### config.mk
export PLATFORM = sky130hd
export DESIGN_NAME = num_arr_calc
export DESIGN_NICKNAME = d
export VERILOG_FILES = /design/src/rtl/saper_pkg.sv /design/src/rtl/neighbour_count.sv /design/src/rtl/num_arr_calc.sv
export SDC_FILE = /design/constraint.sdc
export NUM_CORES = 2
export LEC_CHECK = 0
export BUFFER_PORTS_ARGS = -buffer_cell sky130_fd_sc_hd__buf_2
export CAP_MARGIN = 20
export CELL_PAD_IN_SITES_DETAIL_PLACEMENT = 1
export CELL_PAD_IN_SITES_GLOBAL_PLACEMENT = 1
export CORE_AREA = 2 2 592 594
export DETAILED_ROUTE_END_ITERATION = 12
export DIE_AREA = 0 0 594 596
export PLACE_DENSITY_LB_ADDON = 0.1
export REMOVE_ABC_BUFFERS = 1
export SYNTH_ARGS = -nofsm -noshare
export SYNTH_HDL_FRONTEND = slang
export SYNTH_SLANG_ARGS = --single-unit
### constraint.sdc
create_clock -name clk -period 10.45 [get_ports clk]
set_clock_uncertainty 0.2 [all_clocks]
set_input_delay 1.5675 -clock clk [delete_from_list [all_inputs] [get_ports clk]]
set_output_delay 1.5675 -clock clk [all_outputs]
set_load 0.02 [all_outputs]
### src/rtl/saper_pkg.sv
// Shared definitions for the minesweeper number stage: level codes, board sizes
// and the neighbour-count FSM states.
package saper_pkg;

    localparam logic [1:0] LVL_INVALID = 2'd0;
    localparam logic [1:0] LVL_EASY    = 2'd1;
    localparam logic [1:0] LVL_MEDIUM  = 2'd2;
    localparam logic [1:0] LVL_HARD    = 2'd3;

    localparam int SIZE_EASY   = 8;
    localparam int SIZE_MEDIUM = 10;
    localparam int SIZE_HARD   = 16;

    typedef enum logic [1:0] {
        IDLE  = 2'd0,
        CLEAR = 2'd1,
        SCAN  = 2'd2,
        FIN   = 2'd3
    } state_t;

    function automatic logic [4:0] board_size(input logic [1:0] lvl);
        case (lvl)
            LVL_EASY:   return 5'(SIZE_EASY);
            LVL_MEDIUM: return 5'(SIZE_MEDIUM);
            LVL_HARD:   return 5'(SIZE_HARD);
            default:    return 5'd0;
        endcase
    endfunction

endpackage

### src/rtl/neighbour_count.sv
// Combinational count of mines among the 8 neighbours of (row,col) on an NxN
// board, saturated to 3 bits. The field's own flag is never counted.
module neighbour_count (
    input  logic [15:0][15:0] map,
    input  logic [3:0]        row,
    input  logic [3:0]        col,
    input  logic [4:0]        n,
    output logic [2:0]        count
);

    logic [3:0] sum;

    always_comb begin
        logic [4:0] r;
        logic [4:0] c;
        sum = '0;
        r   = '0;
        c   = '0;
        for (int dr = -1; dr <= 1; dr++) begin
            for (int dc = -1; dc <= 1; dc++) begin
                if (!(dr == 0 && dc == 0)) begin
                    // 5-bit wrap: -1 becomes 31 and 15+1 becomes 16, so a single
                    // compare against n rejects both board edges
                    r = {1'b0, row} + 5'(dr);
                    c = {1'b0, col} + 5'(dc);
                    if (r < n && c < n)
                        sum = sum + 4'(map[r[3:0]][c[3:0]]);
                end
            end
        end
        count = (sum > 4'd7) ? 3'd7 : sum[2:0];
    end

endmodule

### src/rtl/num_arr_calc.sv
// Neighbour-count calculator: latches level and mine map on start, clears the
// level's array, then scans it. NUM_CALC_ROWWISE_EN scans a full row per cycle.
module num_arr_calc
    import saper_pkg::*;
(
    input  logic                    clk,
    input  logic                    rst,
    input  logic [1:0]              level,
    input  logic [15:0][15:0]       mine_map,
    input  logic                    start,
    output logic                    busy,
    output logic                    done,
    output logic [7:0][7:0][2:0]    num_arr_easy,
    output logic [9:0][9:0][2:0]    num_arr_medium,
    output logic [15:0][15:0][2:0]  num_arr_hard
);

    state_t                  state_reg;
    logic [1:0]              level_reg;
    logic [15:0][15:0]       map_reg;
    logic [3:0]              row_reg;
    logic [3:0]              col_reg;
    logic                    busy_reg;
    logic                    done_reg;
    logic [7:0][7:0][2:0]    easy_reg;
    logic [9:0][9:0][2:0]    medium_reg;
    logic [15:0][15:0][2:0]  hard_reg;

    logic [4:0] n;
    logic [3:0] n_last;
    logic       scan_last;

    assign n      = board_size(level_reg);
    assign n_last = 4'(n - 5'd1);

`ifdef NUM_CALC_ROWWISE_EN
    logic [15:0][2:0] row_cnt;

    for (genvar gi = 0; gi < SIZE_HARD; gi++) begin : g_cell
        neighbour_count u_nc (
            .map   (map_reg),
            .row   (row_reg),
            .col   (4'(gi)),
            .n     (n),
            .count (row_cnt[gi])
        );
    end

    assign scan_last = (row_reg == n_last);
`else
    logic [2:0] cell_cnt;

    neighbour_count u_nc (
        .map   (map_reg),
        .row   (row_reg),
        .col   (col_reg),
        .n     (n),
        .count (cell_cnt)
    );

    assign scan_last = (row_reg == n_last) && (col_reg == n_last);
`endif

    always_ff @(posedge clk or negedge rst) begin
        if (!rst) begin
            state_reg  <= IDLE;
            level_reg  <= LVL_INVALID;
            map_reg    <= '0;
            row_reg    <= '0;
            col_reg    <= '0;
            busy_reg   <= 1'b0;
            done_reg   <= 1'b0;
            easy_reg   <= '0;
            medium_reg <= '0;
            hard_reg   <= '0;
        end else begin
            case (state_reg)
                IDLE: begin
                    done_reg <= 1'b0;
                    if (start && level != LVL_INVALID) begin
                        level_reg <= level;
                        map_reg   <= mine_map;
                        busy_reg  <= 1'b1;
                        state_reg <= CLEAR;
                    end
                end
                CLEAR: begin
                    case (level_reg)
                        LVL_EASY:   easy_reg   <= '0;
                        LVL_MEDIUM: medium_reg <= '0;
                        LVL_HARD:   hard_reg   <= '0;
                        default:    ;
                    endcase
                    row_reg   <= '0;
                    col_reg   <= '0;
                    state_reg <= SCAN;
                end
                SCAN: begin
`ifdef NUM_CALC_ROWWISE_EN
                    case (level_reg)
                        LVL_EASY:   easy_reg[row_reg[2:0]] <= row_cnt[7:0];
                        LVL_MEDIUM: medium_reg[row_reg]    <= row_cnt[9:0];
                        LVL_HARD:   hard_reg[row_reg]      <= row_cnt;
                        default:    ;
                    endcase
                    row_reg <= row_reg + 4'd1;
`else
                    case (level_reg)
                        LVL_EASY:   easy_reg[row_reg[2:0]][col_reg[2:0]] <= cell_cnt;
                        LVL_MEDIUM: medium_reg[row_reg][col_reg]         <= cell_cnt;
                        LVL_HARD:   hard_reg[row_reg][col_reg]           <= cell_cnt;
                        default:    ;
                    endcase
                    if (col_reg == n_last) begin
                        col_reg <= '0;
                        row_reg <= row_reg + 4'd1;
                    end else begin
                        col_reg <= col_reg + 4'd1;
                    end
`endif
                    if (scan_last) begin
                        done_reg  <= 1'b1;
                        state_reg <= FIN;
                    end
                end
                FIN: begin
                    done_reg  <= 1'b0;
                    busy_reg  <= 1'b0;
                    state_reg <= IDLE;
                end
                default: begin
                    done_reg  <= 1'b0;
                    busy_reg  <= 1'b0;
                    state_reg <= IDLE;
                end
            endcase
        end
    end

    assign busy           = busy_reg;
    assign done           = done_reg;
    assign num_arr_easy   = easy_reg;
    assign num_arr_medium = medium_reg;
    assign num_arr_hard   = hard_reg;

endmodule

== Word-level counts from Yosys, hierarchy flattened ==
Cells that the tools add are included.

* Bits in registers: 1530
* Bits of input ports: 261

* Add/sub/neg operators: 14
* $lt $le $gt $ge: 19
* Eq/ne operators: 17
* Muxes and demuxes: 65
* Reduce and logical (&&, ||, !) cells: 28

{| class="wikitable"
|+ Operator list
! cell !! number
|-
| $mux W768 || 2
|-
| $pmux W768 S2 || 1
|-
| $bwmux W768 || 1
|-
| $mux W300 || 2
|-
| $pmux W300 S2 || 1
|-
| $mux W192 || 2
|-
| $pmux W192 S2 || 1
|-
| $bwmux W300 || 1
|-
| $bmux W16 S4 || 3
|-
| $bwmux W192 || 1
|-
| $demux W48 S4 || 1
|-
| $demux W30 S4 || 1
|-
| $demux W24 S3 || 1
|-
| $mux W16 || 3
|-
| $mux W48 || 1
|-
| $mux W4 || 9
|-
| $bmux W1 S4 || 8
|-
| $lt A4 B5 Y1 const B || 6
|-
| $mux W30 || 1
|-
| $add A4 B1 Y4 || 6
|-
| $mux W24 || 1
|-
| $lt A5 B5 Y1 || 4
|-
| $pmux W4 S2 || 2
|-
| $pmux W5 S3 || 1
|-
| other kinds (28) || 83
|}

== Depth between registers and ports, before layout ==
* Depth after elaboration: 25
* Mapped depth: 49
* Mapped depth without buffers: 38

== Modules after synthesis ==
Synthesis repeated with hierarchy kept, for this count alone.

* Cell total of the unflattened synthesis: 7387
* Area total of the unflattened synthesis: 77789.6 um^2

{| class="wikitable"
|+ Modules (own cells, without submodules)
! module !! instances !! cells each !! area each (um^2)
|-
| num_arr_calc || 1 || 6695 || 69565.5
|-
| neighbour_count || 1 || 692 || 8224.1
|}

== Least setup slack after synthesis ==
No wires, ideal clock.

* Path kind: register -> register
* Start: register row_reg[0]
* End: register easy_reg, in the netlist num_arr_easy[26]
* Arrival: 9163 ps
* Required time: 10114 ps
* Slack: 950 ps
* Cell stages (with the launch flop): 48
* Path buffers: 11
* Path through: dfrtp_1 -> buf_2 -> buf_2 -> buf_2 -> inv_1 -> clkbuf_1 -> clkbuf_1 -> ha_1 -> buf_2 -> buf_1 -> buf_2 -> mux4_2 -> or2_2 -> a31o_2 -> and2_1 -> a211oi_1 -> a31oi_1 -> nor2_1 -> [12 not listed] -> ha_1 -> nor2_1 -> nor2_1 -> ha_1 -> and4_1 -> a21o_1 -> ha_1 -> mux2i_1 -> o31a_1 -> inv_1 -> ha_1 -> nand2_1 -> and2_1 -> a22o_1 -> buf_2 -> buf_1 -> clkbuf_1 -> o21ai_0

* Word-level cells in the longest chain between the ends: 25
* Elaborated cells on any way between the ends: 60
* Those cells by class: 9 x add/sub; 6 x order compare; 36 x mux; 9 x reduce/logical

{| class="wikitable"
|+ RTL lines
! what !! RTL line !! source
|-
| start: declaration || num_arr_calc.sv:21 || <nowiki>logic [3:0] row_reg;</nowiki>
|-
| start signal: assignment || num_arr_calc.sv:116 || <nowiki>row_reg <= row_reg + 4'd1;</nowiki>
|-
| $add A4 B5 Y5 || neighbour_count.sv:24 || <nowiki>r = {1'b0, row} + 5'(dr);</nowiki>
|-
| $bmux W16 S4 || neighbour_count.sv:27 || <nowiki>sum = sum + 4'(map[r[3:0]][c[3:0]]);</nowiki>
|-
| $mux W16 (implied by the code) || neighbour_count.sv:27 ||
|-
| $bmux W1 S4 || neighbour_count.sv:27 ||
|-
| $mux W1 (implied by the code) || neighbour_count.sv:27 ||
|-
| $mux W1 || neighbour_count.sv:26 || <nowiki>if (r < n && c < n)</nowiki>
|-
| $add A1 B1 Y2 || neighbour_count.sv:27 ||
|-
| $mux W4 || neighbour_count.sv:26 ||
|-
| [9 not listed] || - ||
|-
| $mux W4 || neighbour_count.sv:26 ||
|-
| $add A4 B1 Y4 || neighbour_count.sv:27 ||
|-
| $mux W4 || neighbour_count.sv:26 ||
|-
| $gt A4 B3 Y1 || neighbour_count.sv:31 || <nowiki>count = (sum > 4'd7) ? 3'd7 : sum[2:0];</nowiki>
|-
| $mux W3 || neighbour_count.sv:31 ||
|-
| $bwmux W192 * || num_arr_calc.sv:109 || <nowiki>LVL_EASY: easy_reg[row_reg[2:0]][col_reg[2:0]] <= cell_cnt;</nowiki>
|-
| $mux W192 * || num_arr_calc.sv:108 || <nowiki>case (level_reg)</nowiki>
|-
| $pmux W192 S2 * || num_arr_calc.sv:77 || <nowiki>case (state_reg)</nowiki>
|-
| end signal: indexed assignment || num_arr_calc.sv:109 ||
|-
| end: declaration || num_arr_calc.sv:25 || <nowiki>logic [7:0][7:0][2:0] easy_reg;</nowiki>
|}

Every way passes the cells marked *; elsewhere a longest branch is shown, timed or not. The select of a mux whose other input is x is not followed.
A chain may end at the register's enable or synchronous reset.

== Worst setup path in the final report ==
* Start: register row_reg[0]
* End: register hard_reg, in the netlist num_arr_hard[761]

* Word-level cells in the longest chain between the ends: 25
* Elaborated cells on any way between the ends: 60
* Those cells by class: 9 x add/sub; 6 x order compare; 36 x mux; 9 x reduce/logical

{| class="wikitable"
|+ RTL lines
! what !! RTL line !! source
|-
| $add A4 B5 Y5 || neighbour_count.sv:24 ||
|-
| $bmux W16 S4 || neighbour_count.sv:27 ||
|-
| $mux W16 (implied by the code) || neighbour_count.sv:27 ||
|-
| $bmux W1 S4 || neighbour_count.sv:27 ||
|-
| $mux W1 (implied by the code) || neighbour_count.sv:27 ||
|-
| $mux W1 || neighbour_count.sv:26 ||
|-
| $add A1 B1 Y2 || neighbour_count.sv:27 ||
|-
| $mux W4 || neighbour_count.sv:26 ||
|-
| [9 not listed] || - ||
|-
| $mux W4 || neighbour_count.sv:26 ||
|-
| $add A4 B1 Y4 || neighbour_count.sv:27 ||
|-
| $mux W4 || neighbour_count.sv:26 ||
|-
| $gt A4 B3 Y1 || neighbour_count.sv:31 ||
|-
| $mux W3 || neighbour_count.sv:31 ||
|-
| $bwmux W768 * || num_arr_calc.sv:111 || <nowiki>LVL_HARD: hard_reg[row_reg][col_reg] <= cell_cnt;</nowiki>
|-
| $mux W768 * || num_arr_calc.sv:108 ||
|-
| $pmux W768 S2 * || num_arr_calc.sv:77 ||
|-
| end signal: indexed assignment || num_arr_calc.sv:111 ||
|-
| end: declaration || num_arr_calc.sv:27 || <nowiki>logic [15:0][15:0][2:0] hard_reg;</nowiki>
|}

Marked as above.

==> impl_metrics.py <==
metrics = {
    "run_status": {
        "status": "complete, no violations",
    },
    "finish": {
        "fill_cells": 39835,
        "drive_gt1_frac": 0.269,
        "fin_nets": 9547,
        "largest_reg_flops": 768,
        "syn2layout_area_growth_pct": 24.9,
        "ff_latch_area_um2": 38300,
        "multi_input_area_um2": 36300,
    },
    "die": {
        "ios": 1523,
        "die_height_um": 596,
        "die_area_um2": 354000,
        "die_w_um": 594,
        "start_util": 0.223,
        "rows": 217,
        "core_um2": 348000,
    },
    "synthesis": {
        "synth_top_family_by_area": "compound AO/OA/AOI/OAI gates",
        "synth.area.mux_share": 0.0882,
        "yosysUniqueCellTypes": 81,
        "synth_compound_area_frac": 0.213,
        "synthArstFlopShare": 1.00,
        "syn_avg_cell_area_um2": 9.65,
        "syn-instance-count": 8043,
        "synth_seq_area_share": 0.493,
        "ys_seq_elements": 1530,
        "synth_area_um2": 77600,
        "synth-xor-area-share": 0.00389,
        "synth_fa_ha_area_frac": 0.00709,
        "yosys.area_share.simple": 0.152,
        "yosysWarnings": 0,
        "synth_edf_count": 0,
        "ys.flop_type": "dfrtp_1",
    },
    "clock_tree": {
        "clkLatencyLatePin_ns": 0.90,
        "cts_resized": 0,
        "clk_pin_slew_ns": 0.06,
        "cts_root_buf": "clkbuf_16",
        "post_cts_buffers": 0,
        "cts_max_path_buffers": 4,
        "numCtsBuffers": 204,
        "cts_tree": "built",
        "htreeDepth": 4,
        "postCtsHoldBufs": 0,
        "cts.sinks": 1530,
    },
    "power": {
        "irDropWorstVdd_uv": 708,
        "p_sw_mw": 16.8,
        "intPower_mw": 14.3,
        "combPwrFrac": 0.536,
        "leakage_nw": 46.3,
        "power_density_nw_per_um2": 320,
        "p_clk_frac": 0.233,
        "seqPwrFrac": 0.231,
        "p_sw_frac": 0.541,
    },
    "worst_setup_path": {
        "startpoint_type": "register",
        "cp_slowest_stage_delay_ns": 0.52,
        "crit_required_ns": 11.02,
        "cp_common_cell": "ha_1",
        "crit_path_max_fanout": 109,
        "worstSetupPathType": "register to register",
        "cp-end-kind": "register",
        "cp.arrival_ns": 10.14,
        "cp_slowest_cell": "xor2_4",
    },
    "timing": {
        "tightest_slew_ns": 1.16,
        "grt_setup_unrepaired": "false",
        "fin_crit_sh": 0.916,
        "period_minus_slack_ns": 9.57,
        "tns_ns": 0,
        "setup_ws_ns": 0.882,
        "hold_viol_final": 0,
        "fmax_mhz": 105,
        "final-setup-viol-count": 0,
        "max_slew_margin": 0.227,
        "slew_violations": 0,
    },
    "route": {
        "drt_iter0_drc": 5009,
        "routed_wl_um": 446000,
        "antenna_left": 0,
        "firstDrtPassIters": 5,
        "drc": 0,
        "wl_per_cell_um": 31.9,
        "viasPerCell": 5.21,
        "num_vias": 73004,
    },
    "global_route": {
        "grt_pass1_vias": 73956,
        "grt_max_degree": 258,
        "grt_usage": 0.243,
        "grt_pass1_wl_um": 620000,
        "antenna_found_initial": 36,
        "overflow": 0,
    },
    "placement": {
        "portBuffers": 1522,
        "gp_congestion": 0.854,
        "hpwl_um": 315000,
        "dp_slack_ns": 0.819,
    },
    "min_path": {
        "min_path_type": "register to register",
    },
    "job": {
        "cap_violations": 0,
    },
}
==> stage by stage <==
stage	utilization	cells	cell area, um^2	hold WS, ns	power, mW
floorplan	-	7297	74500	0.301	11.8
global placement	0.259	13633	90200	0.257	24.5
detailed placement	0.260	13635	90300	0.265	24.6
CTS	0.279	13995	96900	0.278	32.0
global route	0.279	13998	96900	0.302	32.9
finish	0.279	14008	97000	0.276	31.1
==> power groups by stage <==
stage / sequential [mW] / combinational, mW / clock (mW)
2_1_floorplan: 6.99 / 4.85 / 0
3_3_place_gp: 7.25 / 17.2 / 0
3_5_place_dp: 7.28 / 17.3 / 0
4_1_cts: 7.18 / 17.3 / 7.47
5_1_grt: 7.26 / 18.0 / 7.66
6_report: 7.19 / 16.6 / 7.24
==> kinds of logic after synthesis <==
logic type               after synthesis
AO/OA/AOI/OAI                       2678
XOR/XNOR                              24
adder cells (fa/ha/maj)               44
buffers and inverters                776
flip-flops                          1530
multiplexers                         495
AND/OR/NAND/NOR                     2496
==> cells in the mapped netlist, types with 11 or more instances <==
cell / number / area [um^2]
a211oi_1: 11 / 82.6
a21o_1: 135 / 1010
a21oi_1: 722 / 3610
a22o_1: 262 / 2290
a31oi_1: 18 / 113
a32o_1: 11 / 110
and2_0: 13 / 81.3
and3_1: 704 / 4400
buf_1: 35 / 131
buf_2: 45 / 225
buf_6: 39 / 439
clkbuf_1: 625 / 2350
dfrtp_1: 1530 / 38300
ha_1: 44 / 551
inv_1: 26 / 97.6
mux2_2: 285 / 3210
mux2i_1: 87 / 871
mux4_2: 122 / 2750
nand2_1: 1194 / 4480
nand3_1: 298 / 1490
nor2_1: 183 / 687
nor2b_1: 12 / 75.1
nor3_1: 24 / 120
o21ai_0: 769 / 3850
o21ai_1: 63 / 315
o221ai_1: 14 / 123
o22ai_1: 73 / 457
o31ai_1: 540 / 4050
==> routing by layer <==
| layer | GRT usage | up-vias | part of all wire |
|---|---|---|---|
| met5 | 0 | - | 0.000060 |
| met4 | 0.0887 | 4 | 0.042 |
| met3 | 0.0555 | 503 | 0.062 |
| met2 | 0.407 | 2153 | 0.48 |
| met1 | 0.305 | 38421 | 0.42 |
| li1 | - | 31923 | - |
==> critical path: cells and delay by family (launching register included) <==
family / cells / cell delay (ns)
XOR/XNOR: 1 / 0.52
AND/OR/NAND/NOR: 13 / 1.85
adder cells (fa/ha/maj): 9 / 2.56
flip-flops: 1 / 0.50
buffers and inverters: 6 / 0.95
multiplexers: 3 / 0.92
AO/OA/AOI/OAI: 8 / 1.64
==> area by class of cell <==
type	instances	share of cell area
sequential	1530	0.395
timing repair buffer	1739	0.101
multi-input combinational	5737	0.374
clock buffer	301	0.0614
inverter	30	0.00116
tap	4599	0.0593
clock inverter	59	0.00737
antenna	13	0.000335
==> final timing paths <==
| path | startpoint | endpoint | slack, ns | cells past startpoint |
|---|---|---|---|---|
| min | num_arr_hard[548] | num_arr_hard[548] | 0.28 | 2 |
| max in group asynchronous | rst | row_reg[0] | 7.45 | 3 |
| min in group asynchronous | rst | num_arr_hard[743] | 0.38 | 1 |
| min reg2reg | num_arr_hard[548] | num_arr_hard[548] | 0.28 | 2 |
| max reg2reg | row_reg[0] | num_arr_hard[761] | 0.88 | 40 |
| max | row_reg[0] | num_arr_hard[761] | 0.88 | 40 |
==> placed cells by master (no fill, tap or decap), drive strengths merged, types with 44 or more instances in the layout <==
| master | synthesis | routed |
|---|---|---|
| a21o | 135 | 135 |
| a21oi | 722 | 722 |
| a22o | 262 | 262 |
| and3 | 704 | 704 |
| buf | 120 | 1739 |
| clkbuf | 626 | 301 |
| clkinv | 3 | 44 |
| dfrtp | 1530 | 1530 |
| ha | 44 | 44 |
| mux2 | 286 | 286 |
| mux2i | 87 | 87 |
| mux4 | 122 | 122 |
| nand2 | 1194 | 1194 |
| nand3 | 298 | 298 |
| nor2 | 183 | 183 |
| o21ai | 832 | 832 |
| o22ai | 73 | 73 |
| o31ai | 540 | 540 |
Note: power is estimated with default switching activity, not from simulation.
